==> src/rtl/uart_csr_bridge.sv <==
// UART byte-stream to CSR bridge: parses A5/CMD/ADDR/[DATA]/CRC frames, issues one CSR strobe, returns ACK/NAK/read data.
// Optional frame statistics counters are built when UART_CSR_BRIDGE_STATS_EN is defined.
module uart_csr_bridge #(
    parameter int ADDR_W      = 8,
    parameter int TIMEOUT_CYC = 100000
) (
    input  logic              clk,
    input  logic              rst_n,
    input  logic              rx_valid,
    input  logic [7:0]        rx_data,
    output logic              tx_valid,
    output logic [7:0]        tx_data,
    input  logic              tx_ready,
    input  logic              crc_en,
    output logic              csr_wen,
    output logic              csr_ren,
    output logic [ADDR_W-1:0] csr_addr,
    output logic [31:0]       csr_wdata,
    input  logic [31:0]       csr_rdata,
    output logic              rx_crc_error,
    output logic              rx_illegal_cmd,
`ifdef UART_CSR_BRIDGE_STATS_EN
    output logic [15:0]       stat_ok_frames,
    output logic [15:0]       stat_bad_frames,
`endif
    output logic              bridge_busy
);
    localparam int TW = $clog2(TIMEOUT_CYC + 1);
    localparam logic [7:0] SOF = 8'hA5;
    localparam logic [7:0] ACK = 8'h5A;
    localparam logic [7:0] NAK = 8'hEE;

    typedef enum logic [2:0] {IDLE, CMD, ADDR, DATA, CRC, EXEC, RESP} state_t;

    state_t      state, state_nxt;
    logic        is_write;
    logic [7:0]  crc_acc;
    logic [1:0]  byte_cnt;
    logic [TW-1:0] tmo_cnt;
    logic [47:0] tx_sh;
    logic [2:0]  tx_cnt;
    logic        in_frame, tmo_hit, illegal_nxt, crc_err_nxt;

    function automatic logic [7:0] crc8_upd(input logic [7:0] c, input logic [7:0] d);
        logic [7:0] x;
        x = c ^ d;
        for (int i = 0; i < 8; i++) x = x[7] ? ((x << 1) ^ 8'h07) : (x << 1);
        return x;
    endfunction

    function automatic logic [7:0] crc8_word(input logic [31:0] w);
        return crc8_upd(crc8_upd(crc8_upd(crc8_upd(8'h00, w[7:0]), w[15:8]), w[23:16]), w[31:24]);
    endfunction

    always_ff @(posedge clk) begin
        if (!rst_n) state <= IDLE;
        else        state <= state_nxt;
    end

    always_comb begin
        state_nxt   = state;
        illegal_nxt = 1'b0;
        crc_err_nxt = 1'b0;
        tmo_hit     = 1'b0;
        in_frame    = (state == CMD) || (state == ADDR) || (state == DATA) || (state == CRC);
        case (state)
            IDLE: if (rx_valid && rx_data == SOF) state_nxt = CMD;
            CMD: if (rx_valid) begin
                if (rx_data == 8'h01 || rx_data == 8'h02) state_nxt = ADDR;
                else begin
                    illegal_nxt = 1'b1;
                    state_nxt   = RESP;
                end
            end
            ADDR: if (rx_valid) state_nxt = is_write ? DATA : CRC;
            DATA: if (rx_valid && byte_cnt == 2'd3) state_nxt = CRC;
            CRC: if (rx_valid) begin
                if (crc_en && rx_data != crc_acc) begin
                    crc_err_nxt = 1'b1;
                    state_nxt   = RESP;
                end else state_nxt = EXEC;
            end
            EXEC: state_nxt = RESP;
            RESP: if (tx_ready && tx_cnt == 3'd1) state_nxt = IDLE;
            default: state_nxt = IDLE;
        endcase
        // A stalled frame is abandoned without a response.
        if (in_frame && !rx_valid && tmo_cnt == TW'(TIMEOUT_CYC - 1)) begin
            tmo_hit   = 1'b1;
            state_nxt = IDLE;
        end
    end

    always_ff @(posedge clk) begin
        if (!rst_n) begin
            is_write       <= 1'b0;
            crc_acc        <= 8'h00;
            byte_cnt       <= 2'd0;
            tmo_cnt        <= '0;
            tx_sh          <= '0;
            tx_cnt         <= 3'd0;
            csr_addr       <= '0;
            csr_wdata      <= '0;
            rx_crc_error   <= 1'b0;
            rx_illegal_cmd <= 1'b0;
        end else begin
            rx_illegal_cmd <= illegal_nxt | tmo_hit;
            rx_crc_error   <= crc_err_nxt;
            if (in_frame && !rx_valid && !tmo_hit) tmo_cnt <= tmo_cnt + TW'(1);
            else                                   tmo_cnt <= '0;
            case (state)
                IDLE: begin
                    crc_acc  <= 8'h00;
                    byte_cnt <= 2'd0;
                end
                CMD: if (rx_valid) begin
                    crc_acc  <= crc8_upd(crc_acc, rx_data);
                    is_write <= (rx_data == 8'h01);
                    if (illegal_nxt) begin
                        tx_sh  <= {40'h0, NAK};
                        tx_cnt <= 3'd1;
                    end
                end
                ADDR: if (rx_valid) begin
                    crc_acc  <= crc8_upd(crc_acc, rx_data);
                    csr_addr <= rx_data[ADDR_W-1:0];
                end
                DATA: if (rx_valid) begin
                    crc_acc                          <= crc8_upd(crc_acc, rx_data);
                    csr_wdata[{byte_cnt, 3'b000} +: 8] <= rx_data;
                    byte_cnt                         <= byte_cnt + 2'd1;
                end
                CRC: if (crc_err_nxt) begin
                    tx_sh  <= {40'h0, NAK};
                    tx_cnt <= 3'd1;
                end
                EXEC: begin
                    if (is_write) begin
                        tx_sh  <= {40'h0, ACK};
                        tx_cnt <= 3'd1;
                    end else begin
                        tx_sh  <= {crc8_word(csr_rdata), csr_rdata, ACK};
                        tx_cnt <= 3'd6;
                    end
                end
                RESP: if (tx_ready) begin
                    tx_sh  <= {8'h00, tx_sh[47:8]};
                    tx_cnt <= tx_cnt - 3'd1;
                end
                default: ;
            endcase
        end
    end

    assign csr_wen     = (state == EXEC) && is_write;
    assign csr_ren     = (state == EXEC) && !is_write;
    assign tx_valid    = (state == RESP);
    assign tx_data     = tx_sh[7:0];
    assign bridge_busy = (state != IDLE);

`ifdef UART_CSR_BRIDGE_STATS_EN
    always_ff @(posedge clk) begin
        if (!rst_n) begin
            stat_ok_frames  <= 16'h0;
            stat_bad_frames <= 16'h0;
        end else begin
            if (state == EXEC && stat_ok_frames != 16'hFFFF)
                stat_ok_frames <= stat_ok_frames + 16'h1;
            if ((crc_err_nxt || illegal_nxt || tmo_hit) && stat_bad_frames != 16'hFFFF)
                stat_bad_frames <= stat_bad_frames + 16'h1;
        end
    end
`endif
endmodule

==> config.mk <==
export PLATFORM = sky130hd
export DESIGN_NAME = uart_csr_bridge
export DESIGN_NICKNAME = d
export VERILOG_FILES = /design/src/rtl/uart_csr_bridge.sv
export SDC_FILE = /design/constraint.sdc
export NUM_CORES = 1
export LEC_CHECK = 0
export CORE_ASPECT_RATIO = 1.75
export CORE_UTILIZATION = 30
export CTS_CLUSTER_DIAMETER = 40
export DETAILED_ROUTE_END_ITERATION = 8
export PLACE_DENSITY_LB_ADDON = 0.25
export SKIP_LAST_GASP = 1
export SLEW_MARGIN = 20
export SYNTH_ARGS = -nofsm -noshare
export SYNTH_HDL_FRONTEND = slang
export SYNTH_SLANG_ARGS = --single-unit
==> constraint.sdc <==
create_clock -name clk -period 5.5 [get_ports clk]
set_input_delay 1.1 -clock clk [delete_from_list [all_inputs] [get_ports clk]]
set_output_delay 1.1 -clock clk [all_outputs]
set_load 0.03 [all_outputs]
==> run metrics <==
outcome finished, final reports clean; IR drop worst, VDD 0.160 mV; Critical Path AT 4.02 ns; number of max-slew violations in the final report 0; number of filler instances in the final layout 2,043; clock latency at the later pin of the worst-skew pair 0.42 ns; post_cts resized 0; number of port buffers 98; pin count of the biggest net entering global routing 54; max capacitance violation total 0; Critical Path RT 5.84 ns; synthesized area per cell 9.08 um2; fraction of layout cells with a size suffix above 1 6.82%; area growth from synthesis to final layout 27.7%; most common cell after layout, fill and taps aside sky130_fd_sc_hd__dfxtp_1; die area 0.0212 mm2; Die Width 111 um; area of the core region 0.0203 mm2; number of search-and-repair iterations in the first detailed-routing pass 7; part of the Yosys area used for sequential elements 40.1%; static leakage 2.77 nW; total count of hold-check failures in the final report 0; critical path start-end classification primary input to register; Max Buffers Root-to-Sink 2; worst slew pin tran 0.951 ns; # Post-CTS Setup Buffers 0; cts-stage hold buffer count 0; number of synthesized register bits 124; Final min period 3.68 ns; count of nets after finishing 808; Overall Global Routing Usage 17.0%; power density over the cells 324 mW/mm2; wire length of the first global-routing pass 27,500 um; placed cell areas 0.00728 mm2; TritonCTS clock tree built; Initial Util 30.5%; unrepaired setup endpoints after global routing no; count of distinct cell types in the synthesized netlist 46; buffer type at the clock tree root sky130_fd_sc_hd__clkbuf_16; remaining antenna violation count 0; Hold/Removal Path Class register to register; area of all placed cells without fillers 0.00791 mm2; fmax 0.272 GHz; clock-pin slew of the registers on the worst-case setup and hold paths 0.06 ns; area used by multi-input combinational logic 0.00342 mm2; count of flip-flops with a built-in enable after synthesis 0; CP max FO 47; Via Count 5,152; GPL Wtd Cong 0.796; Final HPWL DP 13,000 um; standard-cell rows 69; post-route fraction of the period consumed by the critical path 66.9%; sort of element at the end of the critical path register; TritonCTS sink count 124; die height 192 um; aggregate routed wire length 17,600 um; most frequent cells in the layout sky130_fd_sc_hd__dfxtp_1 (124), sky130_fd_sc_hd__clkdlybuf4s50_1 (98), sky130_fd_sc_hd__nor2_1 (93), sky130_fd_sc_hd__nand2_1 (56), sky130_fd_sc_hd__a21oi_1 (49); clock tree skew after final layout 0.00809 ns; kind of launch point of the worst setup path primary input; cells after synthesis 682; Most used DFF post-synth sky130_fd_sc_hd__dfxtp_1; total number of H-tree levels 4; via count of the first global-routing pass 5,076; footprint of the flip-flops and latches 0.00248 mm2; antenna violations before repair 0; post-route setup TNS 0 ns; total I/O pin count 99; remaining routing DRC violations 0; global route total overflow 0; asr flop ratio synth 0%; CTS Buf Count 17; post-detailed-route wirelength per cell 17.4 um; Cell Area, Synth 0.00619 mm2; total of endpoints with negative setup slack in the final report 0; total number of yosys warnings 0; count of inserted antenna diode cells 0; Slew HR 36.3%; syn_nets 738; Avg Vias per Cell 5.10; DRC violation total after the first TritonRoute iteration 369
-- sequential cells by signal, indices dropped and copies added, names as in the netlist --
name and count:
crc_acc 8, byte_cnt 2, csr_addr 8, is_write 1, rx_illegal_cmd 1, tx_sh 48, rx_crc_error 1, tmo_cnt 17
state 3, csr_wdata 32, tx_cnt 3
-- per-stage QoR --
stage	hold WS [ns]	power (W)	util, %	std cells	worst slack [ns]
finish	0.447	0.00256	39.0	1011	1.82
global route	0.466	0.00266	39.0	1011	1.59
CTS	0.452	0.00259	39.0	1011	1.83
detailed placement	0.444	0.00138	35.9	981	1.42
global placement	0.439	0.00138	35.9	981	1.43
floorplan	0.426	0.00127	-	682	2.33
-- cells in the mapped netlist (all sizes together) (2+ instances only) --
master,n,share of area [%]
nand2,56,3.4
nand2b,5,0.51
o22ai,3,0.30
buf,18,1.8
a221o,2,0.32
nor3,18,1.5
a31oi,2,0.20
and2,6,0.61
mux2i,9,1.5
nor2,94,5.7
dfxtp,124,40
o21ai,12,0.97
xor2,21,3.0
nand4,7,0.71
a21o,2,0.24
xnor3,20,7.4
or3,5,0.51
xnor2,54,8.4
a311oi,2,0.28
inv,14,0.85
ha,11,2.2
clkbuf,34,2.1
nand3,44,3.6
and3,4,0.40
a21oi,50,4.1
a222oi,32,5.2
nor2b,3,0.30
nor3b,5,0.61
a22oi,12,1.5
o211ai,3,0.36
-- worst paths after layout --
check	cells past startpoint	startpoint	slack [ns]	endpoint
worst min-delay path	2	csr_wdata[18]$_SDFFE_PN0P_	0.45	csr_wdata[18]$_SDFFE_PN0P_
worst min register to register	2	csr_wdata[18]$_SDFFE_PN0P_	0.45	csr_wdata[18]$_SDFFE_PN0P_
worst max register to register	8	state[1]$_SDFFE_PP0P_	2.43	tx_sh[43]$_SDFFE_PN0P_
worst max-delay path	10	rx_data[6]	1.82	tx_cnt[1]$_SDFFE_PN0P_
-- per-layer routing --
metal | vias up | part of all wire, % | global-route usage [%]
met1 | 2424 | 37 | 17.1
met5 | - | 0 | 0
met4 | 0 | 3.3 | 9.18
met2 | 157 | 56 | 32.5
met3 | 30 | 3.7 | 3.50
li1 | 2541 | - | -
-- final cells by class --
cell class / count / area share [%]
Clock buffer: 18 / 5.43
Clock inverter: 12 / 2.50
Inverter: 14 / 0.664
Multi-Input combinational cell: 492 / 43.2
Sequential cell: 124 / 31.4
Tap cell: 248 / 3.92
Timing Repair Buffer: 103 / 12.9
-- logic make-up after synthesis --
group / share of synthesized area, %
adder cells (fa/ha/maj): 2.22
flip-flops: 40.1
multiplexers: 1.45
XOR/XNOR: 19.1
AO/OA/AOI/OAI: 14.1
buffers and inverters: 4.73
AND/OR/NAND/NOR: 18.3
-- critical path: stages --
cell	delay, ns
sky130_fd_sc_hd__clkdlybuf4s50_1	0.60
sky130_fd_sc_hd__xnor2_1	0.48
sky130_fd_sc_hd__ha_1	0.24
sky130_fd_sc_hd__nand3_1	0.09
sky130_fd_sc_hd__o31a_1	0.34
sky130_fd_sc_hd__o22ai_1	0.26
sky130_fd_sc_hd__a21o_1	0.16
sky130_fd_sc_hd__buf_4	0.41
sky130_fd_sc_hd__nor3_1	0.10
sky130_fd_sc_hd__a211oi_1	0.20
-- power breakdown --
group / internal [W] / switching [W] / total [W] / leakage, nW
Combinational: 0.000250 / 0.000214 / 0.000464 / 1.47
Sequential: 0.000899 / 0.000000353 / 0.000899 / 0.998
Clock: 0.000796 / 0.000405 / 0.00120 / 0.302
Power figures use the tool's default switching activity.
